===== src/rtl/seg_scan_driver_if.sv =====
// Display-driver bus: scan control and shadow-load inputs, segment/digit-enable outputs.
interface seg_scan_driver_if #(
  parameter int DIGITS = 4
);
  logic                  en;
  logic                  load;
  logic [4*DIGITS-1:0]   value;
  logic [DIGITS-1:0]     blank_mask;
  logic [DIGITS-1:0]     dp_mask;
  logic [6:0]            seg;
  logic                  dp;
  logic [DIGITS-1:0]     an;
  logic                  frame_done;

  modport master (
    output en, load, value, blank_mask, dp_mask,
    input  seg, dp, an, frame_done
  );

  modport slave (
    input  en, load, value, blank_mask, dp_mask,
    output seg, dp, an, frame_done
  );
endinterface


===== src/rtl/seg_scan_driver.sv =====
// Time-multiplexed 7-segment scanner; outputs registered, lag idx by 1 cycle, no backpressure.
// Optional leading-zero blanking when SEG_LEADING_ZERO_BLANK_EN is defined.
module seg_scan_driver #(
  parameter int DIGITS         = 4,
  parameter int CLK_DIV        = 50000,
  parameter int SEG_ACTIVE_LOW = 0,
  parameter int AN_ACTIVE_LOW  = 1
) (
  input logic            clk,
  input logic            rst_n,
  seg_scan_driver_if.slave bus
);
  localparam int   PW      = $clog2(CLK_DIV);
  localparam int   IW      = (DIGITS > 1) ? $clog2(DIGITS) : 1;
  localparam logic SEG_INV = (SEG_ACTIVE_LOW != 0);
  localparam logic AN_INV  = (AN_ACTIVE_LOW != 0);

  logic [PW-1:0]       presc;
  logic [IW-1:0]       idx;
  logic [4*DIGITS-1:0] shadow_val;
  logic [DIGITS-1:0]   shadow_blank;
  logic [DIGITS-1:0]   shadow_dp;
  logic [6:0]          seg_q;
  logic                dp_q;
  logic [DIGITS-1:0]   an_q;
  logic                frame_q;

  logic                tick;
  logic                idx_last;
  logic [3:0]          nib;
  logic                mask_blk;
  logic                any_blk;
  logic                dp_sel;
  logic [6:0]          code;
  logic [DIGITS-1:0]   onehot;
  logic [DIGITS-1:0]   auto_blank;

  assign tick     = bus.en && (presc == PW'(CLK_DIV - 1));
  assign idx_last = (idx == IW'(DIGITS - 1));

`ifdef SEG_LEADING_ZERO_BLANK_EN
  // A digit is auto-blanked while it and every digit above it are zero; digit 0 always shows.
  always_comb begin : lz_blank
    logic zero_run;
    zero_run   = 1'b1;
    auto_blank = '0;
    for (int i = DIGITS - 1; i >= 1; i--) begin
      zero_run      = zero_run && (shadow_val[4*i +: 4] == 4'h0);
      auto_blank[i] = zero_run;
    end
  end
`else
  assign auto_blank = '0;
`endif

  always_comb begin
    nib      = 4'h0;
    mask_blk = 1'b0;
    any_blk  = 1'b0;
    dp_sel   = 1'b0;
    onehot   = '0;
    for (int i = 0; i < DIGITS; i++) begin
      if (idx == IW'(i)) begin
        nib       = shadow_val[4*i +: 4];
        mask_blk  = shadow_blank[i];
        any_blk   = shadow_blank[i] | auto_blank[i];
        dp_sel    = shadow_dp[i];
        onehot[i] = 1'b1;
      end
    end
  end

  always_comb begin
    code = 7'b0000000;
    case (nib)
      4'h0: code = 7'b0111111;
      4'h1: code = 7'b0011000;
      4'h2: code = 7'b1110110;
      4'h3: code = 7'b1111100;
      4'h4: code = 7'b1011001;
      4'h5: code = 7'b1101101;
      4'h6: code = 7'b1101111;
      4'h7: code = 7'b0111000;
      4'h8: code = 7'b1111111;
      4'h9: code = 7'b1111001;
      4'hA: code = 7'b1111011;
      4'hB: code = 7'b1001111;
      4'hC: code = 7'b0100111;
      4'hD: code = 7'b1011110;
      4'hE: code = 7'b1100111;
      4'hF: code = 7'b1100011;
    endcase
  end

  always_ff @(posedge clk) begin
    if (!rst_n) begin
      presc        <= '0;
      idx          <= '0;
      shadow_val   <= '0;
      shadow_blank <= '0;
      shadow_dp    <= '0;
      seg_q        <= {7{SEG_INV}};
      dp_q         <= SEG_INV;
      an_q         <= {DIGITS{AN_INV}};
      frame_q      <= 1'b0;
    end else begin
      if (bus.load) begin
        shadow_val   <= bus.value;
        shadow_blank <= bus.blank_mask;
        shadow_dp    <= bus.dp_mask;
      end
      if (bus.en) begin
        presc <= tick ? '0 : presc + PW'(1);
        if (tick) idx <= idx_last ? '0 : idx + IW'(1);
        seg_q <= (any_blk ? 7'b0000000 : code) ^ {7{SEG_INV}};
        // Auto-blanked digits keep their decimal point; only the mask kills it.
        dp_q  <= (dp_sel & ~mask_blk) ^ SEG_INV;
        an_q  <= onehot ^ {DIGITS{AN_INV}};
      end else begin
        seg_q <= {7{SEG_INV}};
        dp_q  <= SEG_INV;
        an_q  <= {DIGITS{AN_INV}};
      end
      frame_q <= tick && idx_last;
    end
  end

  assign bus.seg        = seg_q;
  assign bus.dp         = dp_q;
  assign bus.an         = an_q;
  assign bus.frame_done = frame_q;
endmodule


===== src/flat_wrapper.sv =====
// flat-port wrapper written by rule: the top's interface ports become plain ports
module seg_scan_driver_flat 
#(
  parameter int DIGITS         = 4,
  parameter int CLK_DIV        = 50000,
  parameter int SEG_ACTIVE_LOW = 0,
  parameter int AN_ACTIVE_LOW  = 1
)
  (clk, rst_n, bus_en, bus_load, bus_value, bus_blank_mask, bus_dp_mask, bus_seg, bus_dp, bus_an, bus_frame_done);
  seg_scan_driver_if #(.DIGITS(DIGITS)) bus_i ();
  input logic clk;
  input logic rst_n;
  input wire logic [$bits(bus_i.en)-1:0] bus_en;
  input wire logic [$bits(bus_i.load)-1:0] bus_load;
  input wire logic [$bits(bus_i.value)-1:0] bus_value;
  input wire logic [$bits(bus_i.blank_mask)-1:0] bus_blank_mask;
  input wire logic [$bits(bus_i.dp_mask)-1:0] bus_dp_mask;
  output wire logic [$bits(bus_i.seg)-1:0] bus_seg;
  output wire logic [$bits(bus_i.dp)-1:0] bus_dp;
  output wire logic [$bits(bus_i.an)-1:0] bus_an;
  output wire logic [$bits(bus_i.frame_done)-1:0] bus_frame_done;
  assign bus_i.en = bus_en;
  assign bus_i.load = bus_load;
  assign bus_i.value = bus_value;
  assign bus_i.blank_mask = bus_blank_mask;
  assign bus_i.dp_mask = bus_dp_mask;
  assign bus_seg = bus_i.seg;
  assign bus_dp = bus_i.dp;
  assign bus_an = bus_i.an;
  assign bus_frame_done = bus_i.frame_done;
  seg_scan_driver #(.DIGITS(DIGITS), .CLK_DIV(CLK_DIV), .SEG_ACTIVE_LOW(SEG_ACTIVE_LOW), .AN_ACTIVE_LOW(AN_ACTIVE_LOW)) u_core (.clk(clk), .rst_n(rst_n), .bus(bus_i));
endmodule

===== config.mk =====
export PLATFORM = sky130hd
export DESIGN_NAME = seg_scan_driver_flat
export DESIGN_NICKNAME = d
export VERILOG_FILES = /design/src/rtl/seg_scan_driver_if.sv /design/src/rtl/seg_scan_driver.sv /design/src/flat_wrapper.sv
export SDC_FILE = /design/constraint.sdc
export NUM_CORES = 1
export LEC_CHECK = 0
export ABC_CLOCK_PERIOD_IN_PS = 2970
export CAP_MARGIN = 20
export CORE_MARGIN = 2
export CORE_UTILIZATION = 55
export CTS_BUF_LIST = sky130_fd_sc_hd__clkbuf_2
export CTS_CLUSTER_SIZE = 16
export DETAILED_ROUTE_END_ITERATION = 8
export PLACE_DENSITY = 0.81
export SYNTH_ARGS = -nofsm -noshare
export SYNTH_HDL_FRONTEND = slang
export SYNTH_SLANG_ARGS = --single-unit
export TNS_END_PERCENT = 5

===== constraint.sdc =====
create_clock -name clk -period 2.97 [get_ports clk]
set_input_delay 0.4455 -clock clk [delete_from_list [all_inputs] [get_ports clk]]
set_output_delay 0.4455 -clock clk [all_outputs]
set_load 0.05 [all_outputs]

# Yosys cells after proc, flatten, opt, wreduce, memory -nomap -nowiden
# Memory sizes are Yosys's and may differ from the RTL's. A register that Yosys moved wholly into a read port is not among the register bits.
# Cells that the tools add are included.
[totals]
register_bits = 48
out_inout_bits = 13
in_bits = 28
mem_bits_ro = 112
n_memories = 1
wordCells = 44
[op_classes]
mux = 18
add_sub_neg = 2
n_reduce_logical = 6
n_eq_ne = 4
bitwise_logic = 5
[mem_list]
columns = ["name", "depth", "word_bits", "read_ports", "rd_ports_with_merged_regs", "write_ports", "line", "rtl"]
rows = [
  ["(name not given)", 16, 7, 1, 1, 0, "seg_scan_driver.sv:75", "case (nib)"],
]
[op_table]
columns = ["op", "count"]
rows = [
  ["16-bit by 1-bit adder with 16-bit output (second input constant)", 1],
  ["16-bit == test (second input constant)", 1],
  ["16-bit 2-to-1 mux", 1],
  ["4-bit 2-to-1 mux", 4],
  ["1-bit 2-to-1 mux", 12],
  ["2-bit == test (second input constant)", 2],
  ["4-bit NOT", 1],
  ["2-bit AND reduction", 2],
  ["1-bit NOT", 3],
  ["3-bit OR reduction", 1],
  ["2-bit by 1-bit adder with 2-bit output (second input constant)", 1],
  ["2-bit by 1-bit == test with 1-bit output (second input constant)", 1],
  ["1-bit logical AND", 2],
  ["2-bit zero test", 1],
  ["2-bit 2-to-1 mux", 1],
  ["1-bit bitwise AND", 1],
]

# Logic depth before layout (Yosys ltp)
# Gate-level depths: netlist of the first run.
[depth]
depth_word = 7
ltp_mapped = 10
mapped_depth_nobuf = 10

# Worst setup path after synthesis of the first run
# Ideal clock, no wire load.
[synth_timing]
path_kind = "reg-to-reg"
from = "reg u_core.idx[0]"
to = "reg u_core.seg_q[4] (netlist: u_core.bus.seg[4])"
setup_ns = 0.144
required_ns = 2.826
stages_incl_launch_ff = 11
period_less_slack_ns = 2.145
slack_ns = 0.825
arrival_time_ns = 2.001
n_path_buf = 0
cell_sequence = "dfxtp_1 > inv_1 > ha_1 > and2b_1 > a22oi_2 > a221oi_4 > inv_1 > ha_1 > nor2b_1 > a211oi_2 > a311oi_1"
[synth_via]
elab_chain_len = 6
elab_cells_between_ends = 13
cone_classes = "eq/ne: 3; mux: 8; reduce/logical: 2"
[synth_rtl]
columns = ["item", "line", "rtl"]
rows = [
  ["from (decl)", "seg_scan_driver.sv:19", "logic [IW-1:0] idx;"],
  ["from (signal assigned)", "seg_scan_driver.sv:114", "if (tick) idx <= idx_last ? '0 : idx + IW'(1);"],
  ["2-bit zero test", "seg_scan_driver.sv:63", "if (idx == IW'(i)) begin"],
  ["1-bit 2-to-1 mux (4 in a row)", "seg_scan_driver.sv:63", ""],
  ["3-bit OR reduction (no source line)", "--", ""],
  ["to (decl)", "seg_scan_driver.sv:23", "logic [6:0] seg_q;"],
]
# Parallel ways exist; a longest one is shown, timed or not.
# A chain may end at the register's enable or synchronous reset.

# Worst setup path after layout of the first run
[layout_timing]
from = "reg u_core.idx[0]"
to = "reg u_core.seg_q[5] (netlist: u_core.bus.seg[5])"
# The elaborated chain is that of the path after synthesis.

==> impl_metrics.csv, run 1 <==
group,metric,value,unit
sta,rsz0062_at_grt,"false",
critical_path,cpMostUsedCell,"ha_1",
logic_synthesis,synth_ff_type,"dfxtp_1",
floorplanning,ios,41,
sta,final.setup_skew,20.89,ps
drt,drc,0,
clock_tree,cts.repair.resized,0,
placed_design,hpwlAfterDp,3664,um
clock_tree,cts_hold_buf,0,
logic_synthesis,syn_area,2643,um^2
grt,grtUsageTotal,0.1991,
critical_path,crit_chain,"ha_1 -> nor2_4 -> a221oi_2 -> inv_1 -> ha_1 -> nor3_1 -> a31oi_1 -> a21oi_1",
power,vdd_ir_drop_max,0.0002424,V
logic_synthesis,muxShareOfSynthArea,0.1061,
final_layout,final_nets,345,
power,powerDensity,408.3,nW/um^2
hold_path,hp-class,"reg2reg",
logic_synthesis,synthArstFlopShare,0,
drt,vias_per_cell,5.392,
sta,maxSlewViolCount,0,
grt,antenna_found_initial,0,
critical_path,crit_required,3380,ps
clock_tree,numClockSinks,55,
logic_synthesis,synth_compound_area_frac,0.1009,
final_layout,stdcell_count,360,
placed_design,portBuffers,40,
floorplanning,die_area,5375,um^2
sta,whs,539.0,ps
logic_synthesis,synth_nets,309,
critical_path,reg2reg_from,"u_core.idx[0]$_SDFFE_PN0P_",
drt,drt_iter0_drc,125,
clock_tree,clk_pin_slew,250,ps
critical_path,crit_arrival,3060,ps
sta,slew_headroom,0.5481,
critical_path,crit_family,"adder cells",
critical_path,critPathLaunch,"u_core.idx[0]$_SDFFE_PN0P_",
sta,tightest_slew,677.9,ps
logic_synthesis,seq_area_frac_synth,0.4167,
logic_synthesis,synth_xor_area_frac,0.04640,
placed_design,globalplace.congestion,0.8547,
hold_path,min_from,"u_core.presc[1]$_SDFFE_PN0P_",
final_layout,final_common_cell,"dfxtp_1",
grt,grt-ovfl-total,0,
drt,routed_wl,5000,um
critical_path,worstSetupEndpointType,"flip-flop",
placed_design,dpl_cell_area,3057,um^2
critical_path,r2r_end,"u_core.bus.seg[5]$_SDFF_PP0_",
logic_synthesis,synth_edf_count,0,
drt,avgRoutedWirePerCell,13.89,um
clock_tree,numCtsBuffers,5,
sta,fin_crit,2656,ps
floorplanning,die_width,73.32,um
critical_path,crit_buf_inv,1,
logic_synthesis,syn_area_per_cell,9.824,um^2
critical_path,worstRegToRegCells,8,
drt,ant_nets,0,
clock_tree,htreeDepth,2,
critical_path,endpoint,"u_core.bus.seg[5]$_SDFF_PP0_",
clock_tree,insertion_delay,450,ps
job,maxCapViolations,0,
final_layout,area_growth,17.09,%
critical_path,cp_slowest_cell,"ha_1",
logic_synthesis,ys_warn_count,0,
power,power.leakage,1.201,nW
grt,grt_max_degree,25,
logic_synthesis,synth_fa_ha_area_frac,0.05682,
grt,grt_pass1_vias,1840,
floorplanning,start_util,0.5632,
critical_path,cp_slowest_stage_delay,620,ps
final_layout,diodes,0,
critical_path,path_depth,8,
critical_path,ff2ff_setup_slack,310,ps
final_layout,fin_area,3094,um^2
sta,hold_viol,0,
sta,final.period_utilization,0.8943,
critical_path,start_kind,"flip-flop",
floorplanning,num_rows,25,
critical_path,worstSetupPathType,"reg2reg",
placed_design,placedCellCount,352,
clock_tree,cts_tree,"yes",
final_layout,drive_above_1_share,0.06536,
logic_synthesis,synthSimpleGateAreaFrac,0.2273,
sta,fmax,0.3765,GHz
run_status,outcome,"complete, no violations",
logic_synthesis,synth_top_family_by_area,"simple AND/OR/NAND/NOR gates",
critical_path,crit_fanout,16,
drt,dr.pass1.iters,4,
clock_tree,cts_root_buf,"clkbuf_2",
logic_synthesis,ys_ff_latch,55,
final_layout,final_cell_mix,"dfxtp_1 (55), clkdlybuf4s50_1 (40), nor2b_1 (28), mux2i_1 (28), nor2_1 (22)",
floorplanning,coreArea,4692,um^2
logic_synthesis,syn_inst,269,
final_layout,post-route-util,0.6595,
floorplanning,fp.dieH,73.32,um
clock_tree,cts_setup_buffers,0,
sta,tns,0,ps
drt,vias,1941,
logic_synthesis,ys_types,50,
sta,setup_viol,0,
clock_tree,cts_buffer_depth,2,
grt,grt_pass1_wl,8266,um
==> state kept, by name, summed over array words and instances (netlist names) <==
name and cells:
u_core.bus.an 4, u_core.shadow_blank 4, u_core.shadow_dp 4, u_core.idx 2
u_core.bus.seg 7, u_core.bus.frame_done 1, u_core.shadow_val 16, u_core.bus.dp 1
u_core.presc 16
==> power breakdown <==
group,internal (mW),switching (mW)
Sequential,0.769,0.0162
Clock,0.0565,0.227
Combinational,0.0977,0.0972
==> synth_stat cells (5+ instances only) <==
master | instances | area [um^2]
nand2_1 | 12 | 45.04
dfxtp_1 | 55 | 1101
clkbuf_1 | 7 | 26.28
ha_1 | 12 | 150.1
nand3_1 | 11 | 55.05
nor3b_1 | 5 | 37.54
nor2b_1 | 28 | 175.2
mux2i_1 | 28 | 280.3
inv_1 | 10 | 37.54
xor2_1 | 10 | 87.58
a21oi_1 | 5 | 25.02
nor2_1 | 22 | 82.58
==> cells by family (layout without fill, tap and decap cells) <==
| group | Yosys count | after routing |
|---|---|---|
| AOI/OAI and AO/OA | 30 | 30 |
| and+or+nand+nor | 105 | 105 |
| DFF | 55 | 55 |
| buffers and inverters | 25 | 62 |
| muxes | 28 | 28 |
| xor gates and xnor gates | 14 | 14 |
| adders and majority gates | 12 | 12 |
==> routing by layer <==
metal,GRT usage,vias to the layer above,routed length (um)
li1,-,996,-
met1,0.2686,886,2432
met2,0.3053,50,2241
met3,0.04390,9,234
met4,0.09091,0,92
met5,0,-,0
==> worst min-delay path, stage by stage (launching register included) <==
cell      delay, ps
dfxtp_1         390
nand2b_1         70
a21boi_0         70
==> stage by stage <==
stage	power, mW	setup slack, ps
floorplan	0.9211	825.0
global placement	0.9906	545.4
detailed placement	0.9942	435.8
CTS	1.274	375.0
global route	1.319	76.39
finish	1.263	314.0
==> layout make-up <==
cell class	instances	area, um^2
Timing Repair Buffer	44	430.4
Tap cell	54	67.56
Clock inverter	2	7.507
Inverter	10	37.54
Multi-Input combinational cell	189	1420
Sequential cell	55	1101
Fill cell	400	1598
Clock buffer	6	30.03
==> how the worst min path moves through the flow <==
stage	depth (start not counted)	end	slack [ps]
floorplan	2	u_core.bus.dp$_SDFF_PN0_	460
global placement	2	u_core.presc[9]$_SDFFE_PN0P_	490
detailed placement	2	u_core.presc[9]$_SDFFE_PN0P_	500
CTS	2	u_core.presc[1]$_SDFFE_PN0P_	540
global route	3	u_core.shadow_val[4]$_SDFFE_PN0P_	560
finish	2	u_core.presc[1]$_SDFFE_PN0P_	540
(Power assumes the default switching activity.)
==> run 2, diff against run 1 <==
--- a/config.mk
+++ b/config.mk
@@ -8,11 +8,10 @@
 export ABC_CLOCK_PERIOD_IN_PS = 2970
 export CAP_MARGIN = 20
 export CORE_MARGIN = 2
-export CORE_UTILIZATION = 55
+export CORE_UTILIZATION = 40
 export CTS_BUF_LIST = sky130_fd_sc_hd__clkbuf_2
 export CTS_CLUSTER_SIZE = 16
 export DETAILED_ROUTE_END_ITERATION = 8
-export PLACE_DENSITY = 0.81
 export SYNTH_ARGS = -nofsm -noshare
 export SYNTH_HDL_FRONTEND = slang
 export SYNTH_SLANG_ARGS = --single-unit
==> impl_metrics.csv, run 2 (same netlist as run 1, synthesis figures left out) <==
group,metric,value,unit
run_status,outcome,"complete, no violations",
clock_tree,cts_setup_buffers,0,
floorplanning,die_width,85.28,um
sta,whs,535.6,ps
grt,grt-ovfl-total,0,
drt,ant_nets,0,
power,power_frac_clock,0.230,
sta,rsz0062_at_grt,"false",
power,power.leakage,1.211,nW
hold_path,whs_path_depth,2,
sta,tns,0,ps
clock_tree,numCtsBuffers,5,
critical_path,cp_slowest_stage_delay,490,ps
drt,routed-wl-met2,2161,um
sta,final.setup_skew,10.21,ps
placed_design,globalplace.congestion,0.7351,
drt,drc,0,
critical_path,crit_chain,"inv_1 -> ha_1 -> and2b_1 -> a22oi_1 -> a221oi_2 -> inv_1 -> ha_1 -> nor2_1 -> a211oi_1 -> nor3_1",
power,switchingPower,0.3409,mW
critical_path,r2r_end,"u_core.bus.seg[2]$_SDFF_PP0_",
floorplanning,num_rows,29,
final_layout,final_cell_mix,"dfxtp_1 (55), clkdlybuf4s50_1 (40), nor2b_1 (28), mux2i_1 (28), nor2_1 (22)",
clock_tree,cts.repair.resized,0,
clock_tree,cts_tree,"yes",
critical_path,crit_fanout,12,
critical_path,start_kind,"flip-flop",
final_layout,stdcell_count,384,
sta,maxSlewViolCount,0,
grt,grt_pass1_wl,8659,um
drt,wl_met3,194,um
floorplanning,die_area,7273,um^2
final_layout,area_growth,18.56,%
clock_tree,htreeDepth,2,
clock_tree,numClockSinks,55,
final_layout,drive_above_1_share,0.07492,
drt,avgRoutedWirePerCell,13.52,um
power,swShare,0.2680,
grt,grt_max_degree,25,
job,maxCapViolations,0,
clock_tree,cts_hold_buf,0,
critical_path,crit_required,3360,ps
grt,grtUsageTotal,0.1490,
sta,setup_viol,0,
power,vdd_ir_drop_max,0.0002691,V
power,seq_power_share,0.617,
drt,vias_per_cell,4.885,
clock_tree,cts_root_buf,"clkbuf_2",
drt,drt_iter0_drc,68,
sta,hold_viol,0,
critical_path,worstSetupPathType,"reg2reg",
floorplanning,fp.dieH,85.28,um
floorplanning,coreArea,6386,um^2
final_layout,final_nets,346,
drt,routed.top_layer,"met4",
clock_tree,cts_buffer_depth,2,
hold_path,min_from,"u_core.idx[0]$_SDFFE_PN0P_",
grt,grt_pass1_vias,1718,
final_layout,final_common_cell,"dfxtp_1",
power,pwr-share-comb,0.153,
floorplanning,ios,41,
critical_path,worstRegToRegCells,10,
grt,antenna_found_initial,0,
critical_path,crit_family,"compound AO/OA/AOI/OAI gates",
clock_tree,clk_pin_slew,260,ps
floorplanning,start_util,0.4138,
final_layout,diodes,0,
hold_path,hold_end,"u_core.idx[0]$_SDFFE_PN0P_",
critical_path,cp_slowest_cell,"a221oi_2",
placed_design,portBuffers,40,
sta,fmax,0.3878,GHz
clock_tree,insertion_delay,430,ps
critical_path,crit_buf_inv,2,
drt,routed_wl,5190,um
drt,vias,1876,
placed_design,placedCellCount,376,
critical_path,reg2reg_from,"u_core.idx[1]$_SDFFE_PN0P_",
power,p_int,0.9313,mW
sta,fin_crit,2579,ps
power,powerDensity,406.1,nW/um^2
hold_path,hp-class,"reg2reg",
sta,slew_headroom,0.5619,
sta,final.period_utilization,0.8683,
critical_path,crit_arrival,2970,ps
drt,m1WireLength,2761,um
sta,tightest_slew,657.1,ps
critical_path,worstSetupEndpointType,"flip-flop",
critical_path,ff2ff_setup_slack,390,ps
drt,dr.pass1.iters,4,
placed_design,hpwlAfterDp,3745,um
[run 2: cell types whose count changed in the layout (fill, tap and decap cells not counted)]
| cell | previous run | this run |
|---|---|---|
| buf_4 | 4 | 5 |
| clkbuf_2 | 6 | 7 |
| clkinv_1 | 2 | 0 |
| clkinv_2 | 0 | 1 |
[run 2: how the worst max path moves through the flow]
stage	startpoint	endpoint	slack (ps)	cells past startpoint
floorplan	u_core.idx[0]$_SDFFE_PN0P_	u_core.bus.seg[4]$_SDFF_PP0_	830	10
global placement	u_core.idx[1]$_SDFFE_PN0P_	u_core.bus.seg[4]$_SDFF_PP0_	550	9
detailed placement	u_core.idx[1]$_SDFFE_PN0P_	u_core.bus.seg[2]$_SDFF_PP0_	430	10
CTS	u_core.idx[1]$_SDFFE_PN0P_	u_core.bus.seg[2]$_SDFF_PP0_	390	10
global route	u_core.idx[1]$_SDFFE_PN0P_	u_core.bus.seg[2]$_SDFF_PP0_	90	10
finish	u_core.idx[1]$_SDFFE_PN0P_	u_core.bus.seg[2]$_SDFF_PP0_	390	10
[run 2: power groups by stage]
stage | sequential [mW] | clock, mW | combinational (mW)
after CTS | 0.786 | 0.306 | 0.196
after global placement | 0.799 | 0 | 0.195
after global routing | 0.790 | 0.335 | 0.213
final | 0.785 | 0.293 | 0.194
after detailed placement | 0.799 | 0 | 0.196
after floorplan | 0.820 | 0 | 0.101
[run 2: cell type report]
type	instances	area, um^2
Clock buffer	7	35.03
Timing Repair Buffer	45	437.9
Fill cell	614	3253
Multi-Input combinational cell	189	1420
Clock inverter	1	5.005
Sequential cell	55	1101
Inverter	10	37.54
Tap cell	77	96.34
[run 2: worst register-to-register path, cell delays in order (launching register included)]
cell and delay (ps):
dfxtp_1 440, inv_1 80, ha_1 320, and2b_1 280, a22oi_1 100, a221oi_2 490, inv_1 190, ha_1 280
nor2_1 120, a211oi_1 50, nor3_1 190
[run 2: routing by layer]
layer,track usage,vias to the layer above
li1,-,996
met1,0.2214,845
met2,0.2138,30
met3,0.03210,5
met4,0.04762,0
met5,0,-
[run 2: per-stage QoR]
stage / utilization / instance area [um^2] / setup slack (ps) / total power, mW
final: 0.4906 / 3133 / 391.0 / 1.272
after global routing: 0.4906 / 3133 / 94.03 / 1.337
after CTS: 0.4906 / 3133 / 394.2 / 1.288
after detailed placement: 0.4843 / 3093 / 432.2 / 0.9948
after global placement: 0.4843 / 3093 / 546.4 / 0.9945
after floorplan: - / 2643 / 825.0 / 0.9211
==> run 3, diff against run 2 <==
--- a/config.mk
+++ b/config.mk
@@ -5,8 +5,10 @@
 export SDC_FILE = /design/constraint.sdc
 export NUM_CORES = 1
 export LEC_CHECK = 0
+export ABC_AREA = 1
 export ABC_CLOCK_PERIOD_IN_PS = 2970
 export CAP_MARGIN = 20
+export CORE_ASPECT_RATIO = 1.1
 export CORE_MARGIN = 2
 export CORE_UTILIZATION = 40
 export CTS_BUF_LIST = sky130_fd_sc_hd__clkbuf_2
==> impl_metrics.csv, run 3 <==
group,metric,value,unit
drt,drt_iter0_drc,114,
clock_tree,insertion_delay,430,ps
grt,grt_pass1_vias,2329,
placed_design,hpwlAfterDp,4398,um
run_status,outcome,"complete, no violations",
logic_synthesis,yosysMostFrequentCell,"nor2_1",
final_layout,drive_above_1_share,0.07090,
placed_design,globalplace.congestion,0.8532,
logic_synthesis,syn_area,2585,um^2
power,vdd_ir_drop_max,0.0002224,V
logic_synthesis,synth_nets,408,
clock_tree,cts_setup_buffers,0,
grt,grt-ovfl-total,0,
critical_path,crit_family,"simple AND/OR/NAND/NOR gates",
floorplanning,ios,41,
final_layout,area_growth,19.99,%
grt,grtUsageTotal,0.1882,
drt,dr.pass1.iters,4,
drt,drc,0,
sta,fmax,0.4604,GHz
floorplanning,num_rows,30,
sta,slew_headroom,0.4613,
logic_synthesis,synth_commonest_cells,"nor2_1 (80), nand2_1 (65), dfxtp_1 (55), inv_1 (27), o21ai_0 (27)",
drt,avgRoutedWirePerCell,12.15,um
floorplanning,die_area,7123,um^2
final_layout,final_nets,448,
critical_path,start_kind,"flip-flop",
sta,maxSlewViolCount,0,
floorplanning,coreArea,6193,um^2
sta,hold_viol,0,
logic_synthesis,ys_ff_latch,55,
clock_tree,clk_pin_slew,250,ps
floorplanning,start_util,0.4174,
logic_synthesis,syn_inst,368,
clock_tree,cts_buffer_depth,2,
floorplanning,die_width,80.65,um
critical_path,crit_buf_inv,3,
sta,fin_ws,797.8,ps
logic_synthesis,netlist.area_leader.share,0.4259,
hold_path,hp-class,"reg2reg",
grt,antenna_found_initial,0,
critical_path,crit_arrival,2560,ps
critical_path,crit_chain,"inv_1 -> ha_1 -> inv_2 -> nor2_1 -> nor2_1 -> nand2_1 -> nand2_1 -> inv_1 -> ha_1 -> nand3_1 -> nand3_1 -> a21oi_1",
sta,final.period_utilization,0.7314,
logic_synthesis,synth_top_area_cell,"dfxtp_1",
clock_tree,cts_root_buf,"clkbuf_2",
clock_tree,numCtsBuffers,5,
final_layout,final_cell_mix,"nor2_1 (80), nand2_1 (65), dfxtp_1 (55)",
power,total_power,1.255,mW
sta,fin_crit,2172,ps
sta,tightest_slew,807.2,ps
placed_design,portBuffers,40,
floorplanning,fp.dieH,88.32,um
sta,rsz0062_at_grt,"false",
job,maxCapViolations,0,
sta,final.setup_skew,9.717,ps
clock_tree,cts_hold_buf,0,
hold_path,min_from,"u_core.shadow_dp[3]$_SDFFE_PN0P_",
logic_synthesis,ys_warn_count,0,
logic_synthesis,seq_area_frac_synth,0.4259,
logic_synthesis,ys_types,26,
clock_tree,numClockSinks,55,
critical_path,cp_slowest_cell,"dfxtp_1",
critical_path,worstSetupPathType,"reg2reg",
critical_path,worstSetupEndpointType,"flip-flop",
critical_path,crit_required,3360,ps
placed_design,place_ws,833.6,ps
power,power.leakage,1.319,nW
critical_path,reg2reg_from,"u_core.idx[0]$_SDFFE_PN0P_",
clock_tree,cts.repair.resized,0,
power,powerDensity,404.7,nW/um^2
drt,vias_per_cell,4.869,
clock_tree,cts_tree,"yes",
critical_path,crit_fanout,7,
final_layout,final_common_cell,"nor2_1",
final_layout,fillers,618,
final_layout,diodes,0,
logic_synthesis,synth_edf_count,0,
logic_synthesis,synthArstFlopShare,0,
drt,routed_wl,5942,um
logic_synthesis,netlist_top_cells_area,"dfxtp_1 (43%), nor2_1 (12%), nand2_1 (9.4%)",
logic_synthesis,synth_ff_type,"dfxtp_1",
logic_synthesis,syn_area_per_cell,7.024,um^2
drt,vias,2381,
sta,tns,0,ps
drt,ant_nets,0,
critical_path,cp_slowest_stage_delay,450,ps
grt,grt_max_degree,27,
grt,grt_pass1_wl,10520,um
sta,setup_viol,0,
clock_tree,htreeDepth,2,
sta,whs,476.5,ps
critical_path,critPathLaunch,"u_core.idx[0]$_SDFFE_PN0P_",
[run 3: worst reg2reg max path, stage by stage, from the launching register on]
cell	delay, ps
dfxtp_1	450
inv_1	100
ha_1	300
inv_2	170
nor2_1	60
nor2_1	80
nand2_1	70
nand2_1	160
inv_1	140
ha_1	240
nand3_1	140
nand3_1	90
a21oi_1	140
[run 3: metal layers]
layer / up-vias / wire, um / GRT usage
met1: 1073 / 2816 / 0.2272
met3: 4 / 215 / 0.03673
li1: 1262 / - / -
met2: 42 / 2862 / 0.3417
met4: 0 / 48 / 0.05085
met5: - / 0 / 0
[run 3: final cells by class]
class	instances	area (um^2)	area share
multi-input cells	267	1309	0.4219
flip-flops and latches	55	1101	0.3550
repair buffers	42	415.4	0.1339
inverters	37	138.9	0.04478
well taps	80	100.1	0.03227
clock buffers	6	30.03	0.009681
clock inverters	2	7.507	0.002420
[run 3: final timing paths]
| kind | endpoint | slack [ps] | depth (start not counted) |
|---|---|---|---|
| min reg2reg | u_core.bus.dp$_SDFF_PN0_ | 480 | 2 |
| max reg2reg | u_core.bus.seg[5]$_SDFF_PP0_ | 800 | 12 |
| max | u_core.bus.seg[5]$_SDFF_PP0_ | 800 | 12 |
| min | u_core.bus.dp$_SDFF_PN0_ | 480 | 2 |
[run 3: power breakdown]
part | switching, mW | total [mW] | internal (mW) | leakage [nW]
Combinational | 0.112 | 0.192 | 0.0802 | 0.839
Clock | 0.221 | 0.278 | 0.0567 | 0.0281
Sequential | 0.0138 | 0.786 | 0.772 | 0.451
Total | 0.346 | 1.26 | 0.909 | 1.32
[run 3: per-stage QoR]
| stage | instance area [um^2] | utilization | instances |
|---|---|---|---|
| finish | 3102 | 0.5008 | 489 |
| global route | 3102 | 0.5008 | 489 |
| CTS | 3102 | 0.5008 | 489 |
| detailed placement | 3064 | 0.4947 | 481 |
| global placement | 3064 | 0.4947 | 481 |
| floorplan | 2585 | - | 368 |
[run 3: logic make-up after synthesis]
family	share of synthesized area
and+or+nand+nor	0.3316
AOI/OAI and AO/OA	0.1133
DFF	0.4259
buffers and inverters	0.06777
adders and majority gates	0.05808
xor gates and xnor gates	0.003389
